### src/rtl/sd_sector_reader.sv
// SPI-mode SD single-block reader (CMD17): streams one 512-byte sector as 256 16-bit words.
// Optional macro SD_BYTE_ADDR_EN: shift the sector address to a byte address for standard-capacity cards.
//
// state        | meaning
// -------------+------------------------------------------------------------
// S_IDLE       | sd_clk parked low, waiting for an accepted start
// S_SEND_CMD   | shifting out the 48-bit CMD17 frame
// S_WAIT_R1    | polling bytes for an R1 response (bit7 = 0)
// S_WAIT_TOKEN | polling bytes for the 0xFE start token
// S_READ_DATA  | receiving 4096 data bits, one word strobe per 16 bits
// S_READ_CRC   | clocking out and discarding the 16-bit CRC
// S_TAIL       | 8 trailing sd_clk cycles with CS asserted, then done
// S_ABORT      | 8 trailing sd_clk cycles with CS asserted, then error pulse
module sd_sector_reader #(
    parameter int          CLK_DIV       = 2,
    parameter int          R1_TIMEOUT    = 255,
    parameter logic [15:0] TOKEN_TIMEOUT = 16'd50000
) (
    input  logic        clk_i,
    input  logic        rst_n_i,
    input  logic        sd_init_done_i,
    input  logic        rd_start_en_i,
    input  logic [31:0] rd_sec_addr_i,
    output logic        rd_busy_o,
    output logic        rd_val_en_o,
    output logic [15:0] rd_val_data_o,
    output logic        rd_err_o,
    output logic        sd_clk_o,
    output logic        sd_cs_o,
    output logic        sd_mosi_o,
    input  logic        sd_miso_i
);

    typedef enum logic [2:0] {
        S_IDLE,
        S_SEND_CMD,
        S_WAIT_R1,
        S_WAIT_TOKEN,
        S_READ_DATA,
        S_READ_CRC,
        S_TAIL,
        S_ABORT
    } state_t;

    localparam logic [7:0]  CMD17       = 8'h51;
    localparam logic [15:0] DIV_TC      = 16'(CLK_DIV - 1);
    localparam logic [15:0] R1_POLL_TC  = 16'(R1_TIMEOUT - 1);
    localparam logic [15:0] TOK_POLL_TC = TOKEN_TIMEOUT - 16'd1;
    localparam logic [12:0] CMD_BITS_TC = 13'd47;
    localparam logic [12:0] BYTE_TC     = 13'd7;
    localparam logic [12:0] DATA_TC     = 13'd4095;
    localparam logic [12:0] CRC_TC      = 13'd15;
    localparam logic [12:0] TAIL_CNT    = 13'd8;

    state_t      state_q;
    logic [15:0] div_cnt_q;
    logic        sd_clk_q;
    logic        sd_cs_q;
    logic        sd_mosi_q;
    logic        busy_q;
    logic        val_en_q;
    logic [15:0] val_data_q;
    logic        err_q;
    logic [46:0] cmd_q;
    logic [12:0] bit_cnt_q;
    logic [15:0] poll_cnt_q;
    logic [7:0]  word_cnt_q;
    logic [15:0] rx_q;

    logic [31:0] cmd_arg_d;
    logic [47:0] cmd_d;
    logic        tick_d;
    logic        rise_d;
    logic        fall_d;
    logic [15:0] rx_d;
    logic [7:0]  byte_d;
    logic        bit_tc_d;
    logic        poll_tc_d;

`ifdef SD_BYTE_ADDR_EN
    assign cmd_arg_d = {rd_sec_addr_i[22:0], 9'b0};
`else
    assign cmd_arg_d = rd_sec_addr_i;
`endif

    assign cmd_d     = {CMD17, cmd_arg_d, 8'hFF};
    assign tick_d    = (state_q != S_IDLE) && (div_cnt_q == DIV_TC);
    assign rise_d    = tick_d & ~sd_clk_q;
    assign fall_d    = tick_d & sd_clk_q;
    assign rx_d      = {rx_q[14:0], sd_miso_i};
    assign byte_d    = rx_d[7:0];
    assign bit_tc_d  = (bit_cnt_q == 13'd0);
    assign poll_tc_d = (poll_cnt_q == 16'd0);

    always_ff @(posedge clk_i or negedge rst_n_i) begin
        if (!rst_n_i) begin
            state_q    <= S_IDLE;
            div_cnt_q  <= '0;
            sd_clk_q   <= 1'b0;
            sd_cs_q    <= 1'b1;
            sd_mosi_q  <= 1'b1;
            busy_q     <= 1'b0;
            val_en_q   <= 1'b0;
            val_data_q <= '0;
            err_q      <= 1'b0;
            cmd_q      <= '0;
            bit_cnt_q  <= '0;
            poll_cnt_q <= '0;
            word_cnt_q <= '0;
            rx_q       <= '0;
        end else begin
            val_en_q <= 1'b0;
            err_q    <= 1'b0;

            if (state_q == S_IDLE) begin
                div_cnt_q <= '0;
            end else if (tick_d) begin
                div_cnt_q <= '0;
                sd_clk_q  <= ~sd_clk_q;
            end else begin
                div_cnt_q <= div_cnt_q + 16'd1;
            end

            if (rise_d) begin
                rx_q <= rx_d;
            end
            if (state_q != S_SEND_CMD) begin
                sd_mosi_q <= 1'b1;
            end

            case (state_q)
                S_IDLE: begin
                    if (rd_start_en_i && sd_init_done_i) begin
                        state_q    <= S_SEND_CMD;
                        busy_q     <= 1'b1;
                        sd_cs_q    <= 1'b0;
                        sd_mosi_q  <= cmd_d[47];
                        cmd_q      <= cmd_d[46:0];
                        bit_cnt_q  <= CMD_BITS_TC;
                        word_cnt_q <= '0;
                    end
                end

                S_SEND_CMD: begin
                    if (fall_d) begin
                        sd_mosi_q <= cmd_q[46];
                        cmd_q     <= {cmd_q[45:0], 1'b0};
                    end
                    if (rise_d) begin
                        if (bit_tc_d) begin
                            state_q    <= S_WAIT_R1;
                            bit_cnt_q  <= BYTE_TC;
                            poll_cnt_q <= R1_POLL_TC;
                        end else begin
                            bit_cnt_q <= bit_cnt_q - 13'd1;
                        end
                    end
                end

                S_WAIT_R1: begin
                    if (rise_d) begin
                        if (!bit_tc_d) begin
                            bit_cnt_q <= bit_cnt_q - 13'd1;
                        end else if (!byte_d[7]) begin
                            if (byte_d == 8'h00) begin
                                state_q    <= S_WAIT_TOKEN;
                                bit_cnt_q  <= BYTE_TC;
                                poll_cnt_q <= TOK_POLL_TC;
                            end else begin
                                state_q   <= S_ABORT;
                                bit_cnt_q <= TAIL_CNT;
                            end
                        end else if (poll_tc_d) begin
                            state_q   <= S_ABORT;
                            bit_cnt_q <= TAIL_CNT;
                        end else begin
                            bit_cnt_q  <= BYTE_TC;
                            poll_cnt_q <= poll_cnt_q - 16'd1;
                        end
                    end
                end

                S_WAIT_TOKEN: begin
                    if (rise_d) begin
                        if (!bit_tc_d) begin
                            bit_cnt_q <= bit_cnt_q - 13'd1;
                        end else if (byte_d == 8'hFE) begin
                            state_q   <= S_READ_DATA;
                            bit_cnt_q <= DATA_TC;
                        end else if (byte_d == 8'hFF && !poll_tc_d) begin
                            bit_cnt_q  <= BYTE_TC;
                            poll_cnt_q <= poll_cnt_q - 16'd1;
                        end else begin
                            state_q   <= S_ABORT;
                            bit_cnt_q <= TAIL_CNT;
                        end
                    end
                end

                S_READ_DATA: begin
                    if (rise_d) begin
                        bit_cnt_q <= bit_cnt_q - 13'd1;
                        // Bit counter runs down from 4095, so a word closes whenever the low nibble hits zero.
                        if (bit_cnt_q[3:0] == 4'd0) begin
                            val_data_q <= rx_d;
                            val_en_q   <= 1'b1;
                            word_cnt_q <= word_cnt_q + 8'd1;
                            if (word_cnt_q == 8'hFF) begin
                                state_q   <= S_READ_CRC;
                                bit_cnt_q <= CRC_TC;
                            end
                        end
                    end
                end

                S_READ_CRC: begin
                    if (rise_d) begin
                        if (bit_tc_d) begin
                            state_q   <= S_TAIL;
                            bit_cnt_q <= TAIL_CNT;
                        end else begin
                            bit_cnt_q <= bit_cnt_q - 13'd1;
                        end
                    end
                end

                S_TAIL, S_ABORT: begin
                    if (rise_d && !bit_tc_d) begin
                        bit_cnt_q <= bit_cnt_q - 13'd1;
                    end
                    // Finish on the falling edge after the 8th rise so sd_clk parks low.
                    if (fall_d && bit_tc_d) begin
                        state_q <= S_IDLE;
                        sd_cs_q <= 1'b1;
                        busy_q  <= 1'b0;
                        err_q   <= (state_q == S_ABORT);
                    end
                end

                default: state_q <= S_IDLE;
            endcase
        end
    end

    assign rd_busy_o     = busy_q;
    assign rd_val_en_o   = val_en_q;
    assign rd_val_data_o = val_data_q;
    assign rd_err_o      = err_q;
    assign sd_clk_o      = sd_clk_q;
    assign sd_cs_o       = sd_cs_q;
    assign sd_mosi_o     = sd_mosi_q;

endmodule
### config.mk
export PLATFORM = sky130hd
export DESIGN_NAME = sd_sector_reader
export DESIGN_NICKNAME = d
export VERILOG_FILES = /design/src/rtl/sd_sector_reader.sv
export SDC_FILE = /design/constraint.sdc
export NUM_CORES = 1
export LEC_CHECK = 0
export ABC_AREA = 1
export BUFFER_PORTS_ARGS = -buffer_cell sky130_fd_sc_hd__buf_4
export CORE_MARGIN = 5
export CORE_UTILIZATION = 60
export CTS_CLUSTER_DIAMETER = 40
export DETAILED_ROUTE_END_ITERATION = 10
export PLACE_DENSITY = 0.8
export SLEW_MARGIN = 20
export SYNTH_ARGS = -nofsm -noshare
export SYNTH_HDL_FRONTEND = slang
export SYNTH_SLANG_ARGS = --single-unit
export TNS_END_PERCENT = 50
### constraint.sdc
create_clock -name clk_i -period 2.2 [get_ports clk_i]
set_clock_uncertainty 0.05 [all_clocks]
set_input_delay 0.44 -clock clk_i [delete_from_list [all_inputs] [get_ports clk_i]]
set_output_delay 0.44 -clock clk_i [all_outputs]
set_load 0.03 [all_outputs]
==> results.cfg, run 1 <==
[critical_path]
crit_arrival_ns = 2.55
path_max_fanout = 5
critPathRequiredTime_ns = 2.50
worstSetupPathType = reg -> reg
crit_path_end_kind = flop
worstSetupStartpointType = flop

[placement]
dp_hpwl_um = 11300
port_buffers = 58
place_ws_ns = 0.00193
gp_congestion = 0.939

[clock_network]
cts_buffer_depth = 2
cts.sinks = 140
cts.htree.levels = 4
numCtsBuffers = 17
clk_latency_ns = 0.43
clk_pin_slew_ns = 0.06
cts_tree = built
cts_root_buffer = clkbuf_16

[logic_synthesis]
synth-main-ff-cell = dfrtp_1
synth-adder-area-share = 0.0101
yosysUniqueCellTypes = 40
synth_common_cells = 250 x nand2_1, 141 x o21ai_0, 138 x dfrtp_1
syn_inst = 991
avgSynthCellArea_um2 = 7.50
yosysTopAreaCellShare = 0.465
yosys.area_share.simple = 0.260
synth_area_um2 = 7430
synth_compound_area_frac = 0.139
synthArstFlopShare = 1.00
synth_top_area_cell = dfrtp_1
synth_top_family_by_area = simple AND/OR/NAND/NOR gates
synthTopCellsByArea = dfrtp_1 46%, nand2_1 13%, o21ai_0 9.5%, inv_1 6.6%, nor2_1 5.2%
synth_most_common_cell = nand2_1
synth_nets = 1034
yosysWarnings = 0
synthMuxAreaShare = 0
seq_area_frac_synth = 0.472
synth_seq_cells = 140
synth_xor_area_frac = 0.0283
synth_edf_count = 0

[die]
start_util = 0.616
die_x_um = 121
io_pins = 59
coreArea_um2 = 12100
rows = 40
fp.dieArea_um2 = 14700
fp.dieH_um = 121

[run]
drv_cap = 0

[drt]
ant_nets = 0
drt_iter0_drc = 696
drc = 0
drtPass1Iterations = 5
vias = 6830
wl_per_cell_um = 14.5
wirelength_um = 18500
routed_via_density = 5.38

[sta]
tightest_slew_ns = 0.635
fmax_mhz = 443
final-hold-violation-count = 0
max_slew_margin = 0.574
finalCriticalPeriod_ns = 2.26
setup_tns_ns = -0.408
rsz0062_at_grt = true
fin_ws_ns = -0.0568
period_share = 1.03
finalSetupViolCount = 13
drv_slew = 0

[pwr]
p_total_mw = 11.6
peakVddDrop_mv = 0.795
total_leakage_power_nw = 4.48
p_per_area_nw_per_um2 = 1260

[finish]
area_delta_synth_final_pct = 23.6
final_nets = 1131
drive_above_1_share = 0.164
diodes = 0
nFillCells = 873

[global_route]
grt_pass1_vias = 6338
grt_antenna_before_repair = 0
grt_max_degree = 89
grt_pass1_wl_um = 28700
grtUsageTotal = 0.243
gr-total-overflow = 0

[hold_path]
hold_class = in -> reg

[run_status]
outcome = complete, but fails checks
violations = setup timing
cell usage in the layout, fill, tap and decap left out, types with 16 or more instances in the layout:
cell,instances
nor2_1,102
o21ai_0,111
nand2_1,248
nand3_1,55
inv_1,130
xor2_1,21
a21oi_1,26
buf_4,88
nand4_1,16
clkbuf_16,22
dfrtp_1,138
o21ai_1,36
per-stage QoR:
step	hold slack, ns	cell area [µm²]	util	instances
2_1_floorplan	0.0944	7430	-	991
3_3_place_gp	0.320	8140	0.675	1210
3_5_place_dp	0.319	8140	0.675	1210
4_1_cts	0.274	8760	0.726	1243
5_1_grt	0.301	9180	0.761	1269
6_report	0.284	9180	0.761	1269
worst paths after layout:
kind                              startpoint           end  slack, ns  depth (start not counted)
max reg2reg                     div_cnt_q[1]  bit_cnt_q[3]      -0.06                         10
min                        rd_sec_addr_i[15]     cmd_q[23]       0.28                          5
max in group asynchronous            rst_n_i     cmd_q[30]       0.99                          3
max                             div_cnt_q[1]  bit_cnt_q[3]      -0.06                         10
min reg2reg                         rx_q[13]      rx_q[13]       0.44                          2
min in group asynchronous            rst_n_i      rx_q[12]       0.43                          2
flip-flops by register name (all words and copies together) (netlist names):
name	flops
sd_cs_o	1
bit_cnt_q	13
sd_clk_o	1
state_q	3
cmd_q	47
word_cnt_q	8
rd_val_en_o	1
div_cnt_q	16
rd_busy_o	1
rd_val_data_o	16
poll_cnt_q	16
rx_q	15
sd_mosi_o	1
rd_err_o	1
critical path, stage by stage, from the launching register on:
cell and delay, ns:
dfrtp_1 0.41, inv_1 0.08, ha_1 0.13, nand3b_1 0.13
nor2_4 0.16, nand4_1 0.29, buf_12 0.25, o21ai_4 0.23
nand2_4 0.12, buf_4 0.18, o21ai_1 0.15
what timing repair did:
item	in CTS	in global routing
pin swaps	0	8
gates resized for setup	2	65
hold buffers	1	0
setup buffers	0	18
endpoints found under the hold margin	37	0
setup endpoints to repair	4	103
cloned	0	8
per-layer routing:
layer  up-vias  wire, µm  part of all wire  track usage
li1       3361         -                 -            -
met1      3227      8080              0.44        0.329
met2       195      8900              0.48        0.382
met3        47       988             0.054       0.0676
met4         0       491             0.027       0.0798
met5         -         0                 0            0
cells by family (layout without fill, tap and decap cells):
logic type / count (synthesis) / count (layout)
DFF: 140 / 140
AOI/OAI and AO/OA: 193 / 193
buffers and inverters: 170 / 280
adders and majority gates: 6 / 6
xor gates and xnor gates: 24 / 24
and+or+nand+nor: 458 / 458
where the power goes:
group | switching [mW] | total [mW] | internal [mW]
combinational | 3.21 | 5.09 | 1.88
clock | 1.17 | 2.89 | 1.72
sequential | 0.377 | 3.61 | 3.23
total | 4.75 | 11.6 | 6.83
area by class of cell:
type | instances | area (µm²) | area share
Clock buffer | 18 | 439 | 0.0478
Clock inverter | 14 | 158 | 0.0172
Inverter | 138 | 526 | 0.0572
Multi-Input combinational cell | 681 | 3330 | 0.362
Sequential cell | 140 | 3510 | 0.382
Tap cell | 168 | 210 | 0.0229
Timing Repair Buffer | 110 | 1010 | 0.111
No activity file was read; power rests on OpenSTA's default activity.
==> run 2, diff against run 1 <==
- CORE_MARGIN: 5 -> not set
==> results.cfg, run 2 (synthesis results as in run 1) <==
[drt]
routed_via_density = 5.40
wirelength_um = 17100
vias = 6731
ant_nets = 0
drt_iter0_drc = 415
wl_per_cell_um = 13.7
drc = 0
drtPass1Iterations = 5

[finish]
largest_reg_flops = 47
final_nets = 1108
mostFrequentLayoutCells = 249 x nand2_1, 138 x o21ai_0, 138 x dfrtp_1
multi_input_area_um2 = 3280
fin_util = 0.734
diodes = 0
seq_area_um2 = 3510
design_area_um2 = 8850
nFillCells = 959
area_delta_synth_final_pct = 19.2
drive_above_1_share = 0.142
largest_register = cmd_q
final_common_cell = nand2_1

[clock_network]
cts_buffer_depth = 2
cts_root_buffer = clkbuf_16
cts.sinks = 140
cts_tree = built
numCtsBuffers = 17
clk_pin_slew_ns = 0.06
cts.htree.levels = 4
clk_latency_ns = 0.42

[critical_path]
worstSetupPathType = reg -> reg
crit_arrival_ns = 2.32
critPathRequiredTime_ns = 2.44
reg2reg_slack_ns = 0.12
critical_path.slowest_cell = dfrtp_1
slowest_delay_ns = 0.39
path_max_fanout = 44
critPathMostFrequentCell = nor2_2
crit_path_end_kind = flop
worstSetupStartpointType = flop
cp_cell_sequence = inv_1 > nand3_1 > nor2_2 > nand3_2 > nor2_4 > nor2_2 > a21oi_4 > clkbuf_16 > o21ai_0

[global_route]
grt_pass1_wl_um = 28500
grt_antenna_before_repair = 0
gr-total-overflow = 0
grt_max_degree = 90
grtUsageTotal = 0.280
grt_pass1_vias = 6302

[die]
rows = 40
die_x_um = 113
fp.dieH_um = 113
io_pins = 59
coreArea_um2 = 12100
start_util = 0.616
fp.dieArea_um2 = 12800

[sta]
finalCriticalPeriod_ns = 2.08
max_slew_margin = 0.575
rsz0062_at_grt = true
tightest_slew_ns = 0.631
period_share = 0.948
setup_tns_ns = 0
fmax_mhz = 480
final-hold-violation-count = 0
finalSetupViolCount = 0
drv_slew = 0

[pwr]
p_per_area_nw_per_um2 = 1210
total_leakage_power_nw = 4.31
peakVddDrop_mv = 0.736

[placement]
gp_congestion = 0.912
dp_hpwl_um = 11200
port_buffers = 58
place_area_um2 = 8180

[run_status]
outcome = complete, no violations

[hold_path]
hold_class = in -> reg

[run]
drv_cap = 0
-- run 2: critical path, delay by kind of cell, from the launching register on --
kind	cells	cell delay, ns
buf+inv	2	0.42
simple gates	5	0.69
flops	1	0.39
compound gates	2	0.37
-- run 2: path summary, 6_finish.rpt --
| check | from | end | cells past startpoint |
|---|---|---|---|
| hold / removal | rd_sec_addr_i[21] | cmd_q[29] | 5 |
| setup reg to reg | div_cnt_q[8] | cmd_q[43] | 9 |
| hold reg to reg | rx_q[14] | rx_q[14] | 2 |
| setup / recovery | div_cnt_q[8] | cmd_q[43] | 9 |
| min in group asynchronous | rst_n_i | cmd_q[29] | 2 |
| max in group asynchronous | rst_n_i | rx_q[7] | 3 |
-- run 2: what timing repair did --
action	in CTS	in global routing
hold buffers	1	0
setup endpoints to repair	0	78
resized for setup	0	16
hold endpoints to repair	38	0
buffers inserted	0	1
-- run 2: area by class of cell --
type                    count  share of cell area
multi-input cells         681               0.370
flip-flops and latches    140               0.396
repair buffers             87              0.0873
inverters                 138              0.0591
clock inverters            14              0.0150
clock buffers              18              0.0485
well taps                 168              0.0237
-- run 2: where the power goes --
| group | switching [mW] | internal, mW | total [mW] |
|---|---|---|---|
| sequential | 0.378 | 3.23 | 3.61 |
| clock | 1.15 | 1.57 | 2.72 |
| combinational | 2.87 | 1.46 | 4.34 |
-- run 2: layer usage --
| metal | share of wire | routed length, µm | GRT usage | vias up |
|---|---|---|---|---|
| met5 | 0 | 0 | 0 | - |
| met4 | 0.018 | 311 | 0.0982 | 0 |
| met3 | 0.053 | 913 | 0.0573 | 31 |
| met2 | 0.48 | 8240 | 0.454 | 201 |
| met1 | 0.45 | 7630 | 0.377 | 3188 |
| li1 | - | - | - | 3311 |
-- run 2: per-stage QoR --
step | std cells | hold WS, ns | power (mW) | setup WS [ns]
final | 1246 | 0.282 | 10.7 | 0.115
after detailed placement | 1210 | 0.338 | 7.65 | 0.0822
after global placement | 1210 | 0.340 | 7.56 | 0.157
after global routing | 1246 | 0.297 | 11.5 | -0.0192
after CTS | 1243 | 0.274 | 10.4 | 0.0442
after floorplan | 991 | 0.0944 | 6.56 | 0.267
